==> config.mk <==
export PLATFORM = sky130hd
export DESIGN_NAME = alu_ctrl_sequencer
export DESIGN_NICKNAME = d
export VERILOG_FILES = /design/src/rtl/alu_ctrl_sequencer.sv
export SDC_FILE = /design/constraint.sdc
export NUM_CORES = 1
export LEC_CHECK = 0
export ABC_CLOCK_PERIOD_IN_PS = 2150
export BUFFER_PORTS_ARGS = -buffer_cell sky130_fd_sc_hd__buf_4
export CORE_UTILIZATION = 25
export CTS_BUF_LIST = sky130_fd_sc_hd__clkbuf_8
export DETAILED_ROUTE_END_ITERATION = 6
export GPL_TIMING_DRIVEN = 0
export PLACE_DENSITY = 0.55
export SYNTH_ARGS = -nofsm -noshare
export SYNTH_HDL_FRONTEND = slang
export SYNTH_SLANG_ARGS = --single-unit
==> constraint.sdc <==
create_clock -name w_clock -period 2.15 [get_ports w_clock]
set_clock_uncertainty 0.15 [all_clocks]
set_input_delay 0.1075 -clock w_clock [delete_from_list [all_inputs] [get_ports w_clock]]
set_output_delay 0.1075 -clock w_clock [all_outputs]
set_load 0.02 [all_outputs]
==> src/rtl/alu_ctrl_sequencer.sv <==
// -----------------------------------------------------------------------------
// alu_ctrl_sequencer
//
// Hardwired control unit for the DataPath. It steps one instruction through
// T0..T6: fetch, then a register-register ALU operation. While it does so it
// drives the bus source selects, register load enables, PC increment, memory
// read and ALU enable. It also counts retired instructions.
//
// Ports:
//   w_clock      : system clock, all state changes on its rising edge
//   w_clear      : synchronous active-high reset (wins over w_run)
//   w_run        : start/continue request, sampled in IDLE and at instr end
//   w_IR         : IR contents; [31:27] opcode, [26:23] ra, [22:19] rb,
//                  [18:15] rc. Valid from T3 onwards.
//   s_PC, s_Zlow, s_Zhigh, s_MDR : single-bit bus source selects
//   s_Rout       : one-hot register bus source select
//   e_Rin        : one-hot register write enable
//   e_MAR, e_Z, e_PC, e_MDR, e_IR, e_Y, e_HI, e_LO : register load enables
//   w_IncPC, w_read, e_alu : PC increment, memory read, ALU enable
//   opcode       : ALU operation {1'b0, w_IR[31:27]}, driven only in T4
//   busy         : high in every state except IDLE and ILLEGAL
//   done         : one-cycle pulse in the final T-state of an instruction
//   illegal      : high while parked in ILLEGAL
//   instr_count  : retired-instruction count, wraps modulo 2^CNT_W
//
// All outputs are a combinational decode of the state register and the IR
// fields. They therefore only move after a clock edge.
// -----------------------------------------------------------------------------
module alu_ctrl_sequencer #(
    parameter int NUM_REGS = 16,
    parameter int CNT_W    = 16
) (
    input  logic                w_clock,
    input  logic                w_clear,
    input  logic                w_run,
    input  logic [31:0]         w_IR,
    output logic                s_PC,
    output logic                s_Zlow,
    output logic                s_Zhigh,
    output logic                s_MDR,
    output logic [NUM_REGS-1:0] s_Rout,
    output logic [NUM_REGS-1:0] e_Rin,
    output logic                e_MAR,
    output logic                e_Z,
    output logic                e_PC,
    output logic                e_MDR,
    output logic                e_IR,
    output logic                e_Y,
    output logic                e_HI,
    output logic                e_LO,
    output logic                w_IncPC,
    output logic                w_read,
    output logic                e_alu,
    output logic [5:0]          opcode,
    output logic                busy,
    output logic                done,
    output logic                illegal,
    output logic [CNT_W-1:0]    instr_count
);

    typedef enum logic [3:0] {
        ST_IDLE    = 4'd0,
        ST_T0      = 4'd1,
        ST_T1      = 4'd2,
        ST_T2      = 4'd3,
        ST_T3      = 4'd4,
        ST_T4      = 4'd5,
        ST_T5      = 4'd6,
        ST_T6      = 4'd7,
        ST_ILLEGAL = 4'd8
    } state_t;

    localparam logic [4:0] OP_NOT = 5'b00100;
    localparam logic [4:0] OP_MUL = 5'b00101;
    localparam logic [4:0] OP_DIV = 5'b00110;
    localparam logic [4:0] OP_NEG = 5'b01100;
    localparam logic [4:0] OP_MAX = 5'b01100;

    localparam logic [CNT_W-1:0] CNT_ONE = {{(CNT_W-1){1'b0}}, 1'b1};

    state_t           state_reg;
    logic [CNT_W-1:0] count_reg;

    // IR field extraction
    logic [4:0] ir_op;
    logic [3:0] ir_ra;
    logic [3:0] ir_rb;
    logic [3:0] ir_rc;
    logic       op_illegal;
    logic       op_muldiv;
    logic       op_unary;

    assign ir_op = w_IR[31:27];
    assign ir_ra = w_IR[26:23];
    assign ir_rb = w_IR[22:19];
    assign ir_rc = w_IR[18:15];

    assign op_illegal = (ir_op > OP_MAX);
    assign op_muldiv  = (ir_op == OP_MUL) || (ir_op == OP_DIV);
    // Unary ops take their only operand from rb in both T3 and T4.
    assign op_unary   = (ir_op == OP_NOT) || (ir_op == OP_NEG);

    // The low IR bits carry no meaning for this instruction class.
    logic unused_ir_bits;
    assign unused_ir_bits = ^w_IR[14:0];

    // One-hot register decoders. An index at or above NUM_REGS matches no
    // bit, so out-of-range fields select and write nothing.
    logic [NUM_REGS-1:0] ra_hot;
    logic [NUM_REGS-1:0] rb_hot;
    logic [NUM_REGS-1:0] rc_hot;

    genvar gi;
    generate
        for (gi = 0; gi < NUM_REGS; gi++) begin : g_reg_dec
            assign ra_hot[gi] = (32'(ir_ra) == gi);
            assign rb_hot[gi] = (32'(ir_rb) == gi);
            assign rc_hot[gi] = (32'(ir_rc) == gi);
        end
    endgenerate

    // -------------------------------------------------------------------------
    // State register and retired-instruction counter.
    // The counter advances on the edge that enters the final T-state. The
    // new count is then visible in the same cycle as done.
    // -------------------------------------------------------------------------
    always_ff @(posedge w_clock) begin
        if (w_clear) begin
            state_reg <= ST_IDLE;
            count_reg <= '0;
        end else begin
            case (state_reg)
                ST_IDLE: begin
                    if (w_run) begin
                        state_reg <= ST_T0;
                    end
                end
                ST_T0: state_reg <= ST_T1;
                ST_T1: state_reg <= ST_T2;
                ST_T2: state_reg <= ST_T3;
                ST_T3: begin
                    state_reg <= op_illegal ? ST_ILLEGAL : ST_T4;
                end
                ST_T4: begin
                    state_reg <= ST_T5;
                    if (!op_muldiv) begin
                        count_reg <= count_reg + CNT_ONE;
                    end
                end
                ST_T5: begin
                    if (op_muldiv) begin
                        state_reg <= ST_T6;
                        count_reg <= count_reg + CNT_ONE;
                    end else begin
                        state_reg <= w_run ? ST_T0 : ST_IDLE;
                    end
                end
                ST_T6: begin
                    state_reg <= w_run ? ST_T0 : ST_IDLE;
                end
                ST_ILLEGAL: state_reg <= ST_ILLEGAL;
                default:    state_reg <= ST_IDLE;
            endcase
        end
    end

    // -------------------------------------------------------------------------
    // Output decode. Each state asserts at most one bus source.
    // -------------------------------------------------------------------------
    always_comb begin
        s_PC    = 1'b0;
        s_Zlow  = 1'b0;
        s_Zhigh = 1'b0;
        s_MDR   = 1'b0;
        s_Rout  = '0;
        e_Rin   = '0;
        e_MAR   = 1'b0;
        e_Z     = 1'b0;
        e_PC    = 1'b0;
        e_MDR   = 1'b0;
        e_IR    = 1'b0;
        e_Y     = 1'b0;
        e_HI    = 1'b0;
        e_LO    = 1'b0;
        w_IncPC = 1'b0;
        w_read  = 1'b0;
        e_alu   = 1'b0;
        opcode  = 6'd0;
        busy    = 1'b0;
        done    = 1'b0;
        illegal = 1'b0;

        case (state_reg)
            ST_T0: begin
                busy    = 1'b1;
                s_PC    = 1'b1;
                e_MAR   = 1'b1;
                w_IncPC = 1'b1;
                e_Z     = 1'b1;
            end
            ST_T1: begin
                busy   = 1'b1;
                s_Zlow = 1'b1;
                e_PC   = 1'b1;
                w_read = 1'b1;
                e_MDR  = 1'b1;
            end
            ST_T2: begin
                busy  = 1'b1;
                s_MDR = 1'b1;
                e_IR  = 1'b1;
            end
            ST_T3: begin
                busy = 1'b1;
                // An illegal opcode is caught here; nothing is driven so the
                // datapath is left untouched before parking in ILLEGAL.
                if (!op_illegal) begin
                    s_Rout = rb_hot;
                    e_Y    = 1'b1;
                end
            end
            ST_T4: begin
                busy   = 1'b1;
                s_Rout = op_unary ? rb_hot : rc_hot;
                e_alu  = 1'b1;
                e_Z    = 1'b1;
                opcode = {1'b0, ir_op};
            end
            ST_T5: begin
                busy   = 1'b1;
                s_Zlow = 1'b1;
                if (op_muldiv) begin
                    e_LO = 1'b1;
                end else begin
                    e_Rin = ra_hot;
                    done  = 1'b1;
                end
            end
            ST_T6: begin
                busy    = 1'b1;
                s_Zhigh = 1'b1;
                e_HI    = 1'b1;
                done    = 1'b1;
            end
            ST_ILLEGAL: begin
                illegal = 1'b1;
            end
            default: begin
            end
        endcase
    end

    assign instr_count = count_reg;

endmodule

* Word level (Yosys, flattened, before mapping)
Cells that the tools add are included.
Word-level totals: word-level logic and storage cells 104, output and inout port bits 72, register bits after elaboration 20
Operators by class: order comparisons 1, $add $sub $neg 1, reduce and logical (&&, ||, !) cells 11, multiplexer cells 29, equal/unequal tests 60
Operators by type and width (number):
- 4-bit == test, second input constant | 25
- 16-bit two-way mux | 6
- 4-bit by 3-bit == test with 1-bit output, second input constant | 16
- 16-bit case mux with 2 select lines | 2
- 4-bit case mux with 9 select lines | 1
- 4-bit by 2-bit == test with 1-bit output, second input constant | 8
- 16-bit by 1-bit adder with 16-bit output, second input constant | 1
- 4-bit by 1-bit == test with 1-bit output, second input constant | 4
- 4-bit logical NOT | 4
- 5-bit by 3-bit == test with 1-bit output, second input constant | 3
- 1-bit two-way mux | 15
- 4-bit two-way mux | 2
- 7-bit OR reduction | 1
- 2-bit inequality test, second input constant | 3
- 5-bit by 4-bit == test with 1-bit output, second input constant | 1
- 5-bit by 4-bit > comparator with 1-bit output, second input constant | 1
- 5-bit two-way mux | 1
- 2-bit OR reduction | 2
- 3-bit two-way mux | 1
- 3-bit AND reduction | 1
- 1-bit logical OR | 2
- 1-bit case mux with 2 select lines | 1
- 2-bit nonzero test | 1

* Logic depth before layout (Yosys ltp)
Gate-level depths: netlist (run 1).
depth in word-level cells 4, gate-level depth with buffers 7, mapped depth without buffers 6

* Least setup slack after synthesis (run 1)
No wires, ideal clock.
path type reg2out, start register state_reg[3], end output s_Rout[0], buffers on the path 2, arrival time 1.859 ns, stages on the path, launching flop included 8, required time 1.893 ns, slack 0.034 ns, cells stage by stage dfxtp_1 > buf_2 > nor4b_1 > nand3b_1 > o21ai_1 > nand2b_1 > clkbuf_1 > o31ai_1
On the way: longest elaborated chain between the ends 2, elaborated cells between the ends (all ways) 3
RTL lines:
- from (decl) | RTL line 81 | state_t state_reg;
- from (signal assigned) | RTL line 142 | state_reg <= op_illegal ? ST_ILLEGAL : ST_T4;
- from (signal assigned) | RTL line 155 | state_reg <= w_run ? ST_T0 : ST_IDLE;
- from (signal assigned) | RTL line 159 | state_reg <= w_run ? ST_T0 : ST_IDLE;
- 4-bit by 3-bit == test with 1-bit output | RTL line 193 | case (state_reg)
- 16-bit case mux with 2 select lines * | RTL line 193
- to (decl) | RTL line 41 | output logic [NUM_REGS-1:0] s_Rout,
Every way passes the cells marked *; elsewhere a longest branch is shown, timed or not.

* Final worst setup path (run 1)
start register state_reg[0], end output s_Rout[5]
Same word-level chain as after synthesis.

==> impl_results.md, run 1 <==
* GP Congestion at 0.781
* Sinks on Clock Net at 20
* CTS tree: built
* CP Max Fanout at 8
* Pin count of the biggest net entering global routing at 13
* FFs w/ async S/R, synth at 0%
* Syn nets at 264
* Ports at 107
* Slew Viols, Final at 0
* Drt wl/cell at 13.9 um
* Sequential area share after synthesis at 23.5%
* DR vias at 2053
* Cells after DPL at 392
* Final non-filler cell total at 402
* Total GRT Usage at 15.1%
* I/O Buffers at 87
* Num rows at 29
* Yosys cell types at 53
* Floorplan core area at 6460 um2
* H-tree depth at 1
* Diode count at 0
* Synth top cells by count: nor2_1 (34), dfxtp_1 (20), nand2_1 (16), nand2b_1 (12)
* Hold Crit Class: input port to register
* Period utilization at 99.6%
* Starting density of the core at 26.3%
* Synthesis Warnings at 0
* Antenna Nets Post-Route at 0
* Max Freq at 467 MHz
* Most frequent cell after synthesis: nor2_1
* Clock slew at reported path FFs at 0.08 ns
* Worst-Margin Slew at 0.669 ns
* Endpoints failing hold at 0
* Clk root buf: clkbuf_8
* Area leader, netlist: dfxtp_1
* DIE AREA at 7140 um2
* Synth Register Bits at 20
* Final Util at 43.6%
* Required time of the critical path at 1.89 ns
* Gr ovfl total at 0
* Fillers at 673
* Top FF cell, synth: dfxtp_1
* DPL Wire Length at 4150 um
* DRC violations left at 9
* CP Launch Type: register
* Slew headroom at 55.4%
* Initial DRC Count at 122
* Initial antenna violation count at 0
* Largest register FFs at 16
* EDFF count, synth at 0
* NumNets Final at 362
* Vias in the first global route at 1803
* CTS max path bufs at 2
* CP endpoint kind: primary output
* Synthesized area at 1700 um2
* Leakage at 1.16 nW
* Die width at 84.5 um
* Status: finished with violations
* Area Growth Syn to Fin at 65.5%
* Post-synth top area share at 23.5%
* Share of layout cells above drive strength 1 at 45.5%
* Critical path type: register to primary output
* Pwr Density at 372 nW/um2
* TritonRoute pass-1 iters at 7
* Hold Buf Count CTS at 0
* Top cells by area, synth: dfxtp_1 (24%), nor2_1 (7.5%), nand2b_1 (4.4%)
* Max_cap viols at 0
* # setup viols final at 0
* Num CTS Buffers at 3
* RSZ-0062 raised after global routing: true
* Die height at 84.5 um
* Post-Synthesis Cells at 228
* Via density per instance at 5.11
* First-pass GRT wire length at 8890 um
* Syn Area/Cell at 7.46 um2
* Post-Route WL at 5580 um
* Worst EP arrival at 1.88 ns
* Violated checks: DRC
* Max VDD drop at 0.235 mV
* Worst skew pair latency at 0.26 ns
* Min Tclk post-route at 2.14 ns
[metal layers]
metal / vias to the layer above / part of all wire (%) / global-route usage (%)
li1: 1017 / - / -
met1: 963 / 46 / 20.3
met2: 69 / 47 / 25.3
met3: 4 / 7.0 / 2.75
met4: 0 / 0.48 / 2.93
met5: - / 0 / 0
[critical path, cell delays in order, from the launching register on]
cell and delay, ns:
dfxtp_1 0.31, buf_6 0.13, nor4b_4 0.30, nand3b_1 0.19, o21ai_4 0.13, nand2_4 0.14
o32ai_2 0.23, buf_4 0.18
[power by group]
| part | switching [mW] | total [mW] | internal, mW |
|---|---|---|---|
| logic | 0.160 | 0.278 | 0.118 |
| clock network | 0.136 | 0.384 | 0.248 |
| registers | 0.00770 | 0.383 | 0.376 |
[per-stage QoR]
stage          total power, mW  hold WS, ns  instance area, um2  worst slack, ns  TNS (ns)
3_5_place_dp             0.638        0.338                2450          -0.0710    -0.181
5_1_grt                   1.09        0.110                2810          -0.0657    -0.510
3_3_place_gp             0.637        0.339                2450           -0.116    -0.654
2_1_floorplan            0.536        0.148                1700           0.0339         0
6_report                  1.05       0.0870                2810          0.00906         0
4_1_cts                   1.04       0.0927                2650          -0.0107   -0.0139
[path summary, 6_finish.rpt]
check	from	end	slack, ns	depth (start not counted)
worst min register to register	instr_count[14]	instr_count[14]	0.35	2
worst max-delay path	state_reg[0]	s_Rout[5]	0.009	7
worst min-delay path	w_clear	instr_count[2]	0.09	2
worst max register to register	state_reg[2]	instr_count[13]	0.14	7
[cells in the final DEF, fill, tap and decap left out, types with 2 or more instances in the layout]
| cell type | Yosys | final |
|---|---|---|
| nand3_1 | 6 | 6 |
| and2_1 | 9 | 7 |
| buf_1 | 3 | 3 |
| xor2_1 | 6 | 6 |
| nor2b_1 | 2 | 2 |
| o22ai_1 | 5 | 4 |
| and2_4 | 0 | 2 |
| inv_1 | 6 | 6 |
| a211oi_1 | 5 | 4 |
| clkbuf_8 | 0 | 3 |
| o31ai_1 | 6 | 2 |
| buf_6 | 1 | 7 |
| o32ai_4 | 0 | 2 |
| o32ai_2 | 0 | 2 |
| dfxtp_2 | 0 | 4 |
| nand2_1 | 16 | 15 |
| o21ai_1 | 2 | 3 |
| nand2b_4 | 0 | 2 |
| o211ai_1 | 5 | 5 |
| nand4_1 | 3 | 3 |
| a21oi_1 | 8 | 8 |
| o21ai_0 | 9 | 6 |
| buf_4 | 8 | 98 |
| nor4_1 | 3 | 3 |
| and4_1 | 3 | 3 |
| nand2b_1 | 12 | 10 |
| or4_1 | 3 | 3 |
| nor3_1 | 6 | 6 |
| xnor2_1 | 6 | 6 |
| nor4b_2 | 0 | 2 |
| dfxtp_1 | 20 | 15 |
| nor2_1 | 34 | 33 |
| o31ai_4 | 0 | 4 |
| nand3b_1 | 5 | 5 |
[cell type report]
class	instances	area (um2)	area share, %
multi-input combinational	183	1370	48.6
timing repair buffer	95	736	26.1
sequential	20	409	14.5
buffer	15	98.8	3.51
tap	77	96.3	3.42
clock buffer	3	41.3	1.47
inverter	8	35.0	1.24
clock inverter	1	30.0	1.07
[repair_timing]
item                       CTS  global route
setup endpoints to repair   25            25
pin swaps                    5            12
buffers inserted             3             5
gates resized for setup     20            28
[logic make-up (layout without fill, tap and decap cells)]
group           after synthesis  count (layout)  share of synthesized area (%)
fa+ha+maj                     1               1                          0.736
flops                        20              20                           23.5
compound gates               49              49                           19.5
mux                           2               2                           1.25
xor+xnor                     13              13                           7.14
simple gates                117             117                           39.4
buf+inv                      25             122                           8.24
other cells                   1               1                          0.221
Power figures use the tool's default switching activity.
==> inputs of run 2 (changes only) <==
CORE_MARGIN = 5   (was default)
==> run 2 against run 1 <==
The flow now finishes without violations. Cell area decreased by 1.1%. Clock-buffer cell count unchanged. Worst hold slack got worse by 0.0030 ns. Routed wire length increased by 2.8%. Largest cell class unchanged.
==> impl_results.md, run 2 (same netlist as run 1, synthesis figures left out) <==
* Hold Crit Class: input port to register
* Antenna Nets Post-Route at 0 (unchanged)
* Most frequent cells in the layout: buf_4 (105), nor2_1 (33), nand2_1 (15), dfxtp_1 (15), nand2b_1 (11)
* Ports at 107 (unchanged)
* Share of layout cells above drive strength 1 at 45.9% (+0.33 points)
* Worst slack, placed at -0.118 ns (-0.0473 ns)
* Worst skew pair latency at 0.26 ns (about the same)
* GP Congestion at 0.869 (+11%)
* Num rows at 30 (+3.4%)
* Min Tclk post-route at 2.12 ns (-0.0253 ns)
* Hold Path Depth at 2 (unchanged)
* Vias in the first global route at 1895 (+5.1%)
* Status: finished, final reports clean
* Sequential power share at 37.2% (+0.5 points)
* Gr ovfl total at 0 (unchanged)
* Worst-Margin Slew at 0.636 ns (-0.0335 ns)
* Max Freq at 473 MHz (+1.2%)
* Hold_ws at 0.0839 ns (-0.00304 ns)
* Max VDD drop at 0.232 mV (-0.88%)
* R2R Path Start: state_reg[3]
* Slew Viols, Final at 0 (unchanged)
* NumNets Final at 364 (+0.55%)
* Drt wl/cell at 14.1 um (+1.5%)
* Hold wc startpoint: w_clear
* Clk root buf: clkbuf_8
* R2R cell count at 7 (unchanged)
* Starting density of the core at 25.3% (-1.0 points)
* DR vias at 2017 (-1.8%)
* First-pass GRT wire length at 8960 um (+0.78%)
* Commonest non-fill, non-tap cell in the layout: buf_4
* CP Max Fanout at 10 (+2)
* Largest register FFs at 16 (unchanged)
* DIE AREA at 8550 um2 (+20%)
* Met1 Usage GRT at 16.5% (-3.8 points)
* Die width at 92.5 um (+9.5%)
* Initial antenna violation count at 0 (unchanged)
* Max_cap viols at 0 (unchanged)
* TritonRoute pass-1 iters at 4 (-3)
* I/O Buffers at 87 (unchanged)
* Slew headroom at 57.6% (+2.2 points)
* Floorplan core area at 6720 um2 (+4.0%)
* Internal power at 0.734 mW (-1.2%)
* Diode count at 0 (unchanged)
* Psw at 0.296 mW (-2.7%)
* Pwr Density at 370 nW/um2 (-0.51%)
* DRC violations left at 0 (-9)
* Leakage at 1.15 nW (-0.53%)
* Combinational Power Share at 25.5% (-1.1 points)
* Clock slew at reported path FFs at 0.08 ns (about the same)
* # setup viols final at 0 (unchanged)
* Global routing met2 resource utilization at 20.6% (-4.7 points)
* Post-Route WL at 5740 um (+2.8%)
* DPL Wire Length at 4450 um (+7.1%)
* R2R setup slack at 0.14 ns (about the same)
* Num CTS Buffers at 3 (unchanged)
* Reg2reg end: instr_count[15]
* Clk network pwr share at 37.3% (+0.6 points)
* H-tree depth at 1 (unchanged)
* CTS tree: built
* Grt peak-use layer: met2
* Hold Buf Count CTS at 0 (unchanged)
* Required time of the critical path at 1.89 ns (about the same)
* Overall power at 1.03 mW (-1.6%)
* Initial DRC Count at 72 (-41%)
* Pin count of the biggest net entering global routing at 13 (unchanged)
* Endpoints failing hold at 0 (unchanged)
* Die height at 92.5 um (+9.5%)
* Area Growth Syn to Fin at 63.6%
* Final WS setup at 0.0344 ns (+0.0253 ns)
* Period utilization at 98.4% (-1.2 points)
* Cells after DPL at 395 (+0.77%)
* Critical path type: register to primary output
* Met3 Use GR at 2.84% (+0.090 points)
* Final Util at 41.4% (-2.2 points)
* Worst EP arrival at 1.86 ns (-0.02 ns)
* RSZ-0062 raised after global routing: true
* Sw frac at 28.7% (-0.32 points)
* Via density per instance at 4.96 (-3.0%)
* CTS max path bufs at 2 (unchanged)
* Sinks on Clock Net at 20 (unchanged)
* Total GRT Usage at 12.5% (-2.6 points)
* Final non-filler cell total at 407 (+1.2%)
* Hold Path Sink: instr_count[3]
* CP endpoint kind: primary output
* CP Launch Type: register
[run 2: layer usage]
layer / vias to the layer above / part of all wire (%)
met3: 2 / 6.6
met1: 931 / 48
met2: 68 / 45
met5: - / 0
li1: 1016 / -
met4: 0 / 0.47
[run 2: how the worst max path moves through the flow]
| stage | cells past startpoint | from | endpoint | slack (ns) |
|---|---|---|---|---|
| 3_5_place_dp | 8 | state_reg[3] | s_Rout[2] | -0.12 |
| 5_1_grt | 7 | state_reg[0] | s_Rout[9] | -0.05 |
| 3_3_place_gp | 8 | state_reg[3] | s_Rout[2] | -0.11 |
| 6_report | 7 | state_reg[0] | s_Rout[2] | 0.03 |
| 2_1_floorplan | 7 | state_reg[3] | s_Rout[0] | 0.03 |
| 4_1_cts | 7 | state_reg[3] | s_Rout[0] | -0.01 |
[run 2: area by class of cell]
| cell class | instances | area (um2) |
|---|---|---|
| clock buffers | 3 | 41.3 |
| repair buffers | 97 | 736 |
| plain buffers | 15 | 101 |
| well taps | 80 | 100 |
| inverters | 8 | 35.0 |
| multi-input cells | 183 | 1330 |
| flip-flops and latches | 20 | 412 |
| clock inverters | 1 | 30.0 |
| fillers | 712 | 3940 |
[run 2: repair_timing]
| action | CTS | global route |
|---|---|---|
| setup endpoints to repair | 27 | 26 |
| setup buffers | 4 | 6 |
| gates resized for setup | 22 | 21 |
| pin swaps | 5 | 6 |
[run 2: through the flow]
stage	TNS, ns	instance area, um2
after floorplan	0	1700
after global placement	-0.449	2450
after detailed placement	-0.218	2450
after CTS	-0.0170	2670
after global routing	-0.281	2780
final	0	2780
[run 2: power groups by stage]
| stage | combinational, mW | sequential, mW | clock [mW] |
|---|---|---|---|
| floorplan | 0.150 | 0.386 | 0 |
| global placement | 0.249 | 0.386 | 0 |
| detailed placement | 0.252 | 0.386 | 0 |
| CTS | 0.266 | 0.377 | 0.396 |
| global route | 0.285 | 0.384 | 0.409 |
| finish | 0.262 | 0.383 | 0.384 |
[run 2: critical path: stages (launching register included)]
cell and delay [ns]:
dfxtp_1 0.31, buf_6 0.14, nor4b_4 0.28, nand3b_1 0.18
o21ai_4 0.13, nand2b_4 0.14, o31ai_4 0.25, buf_6 0.15
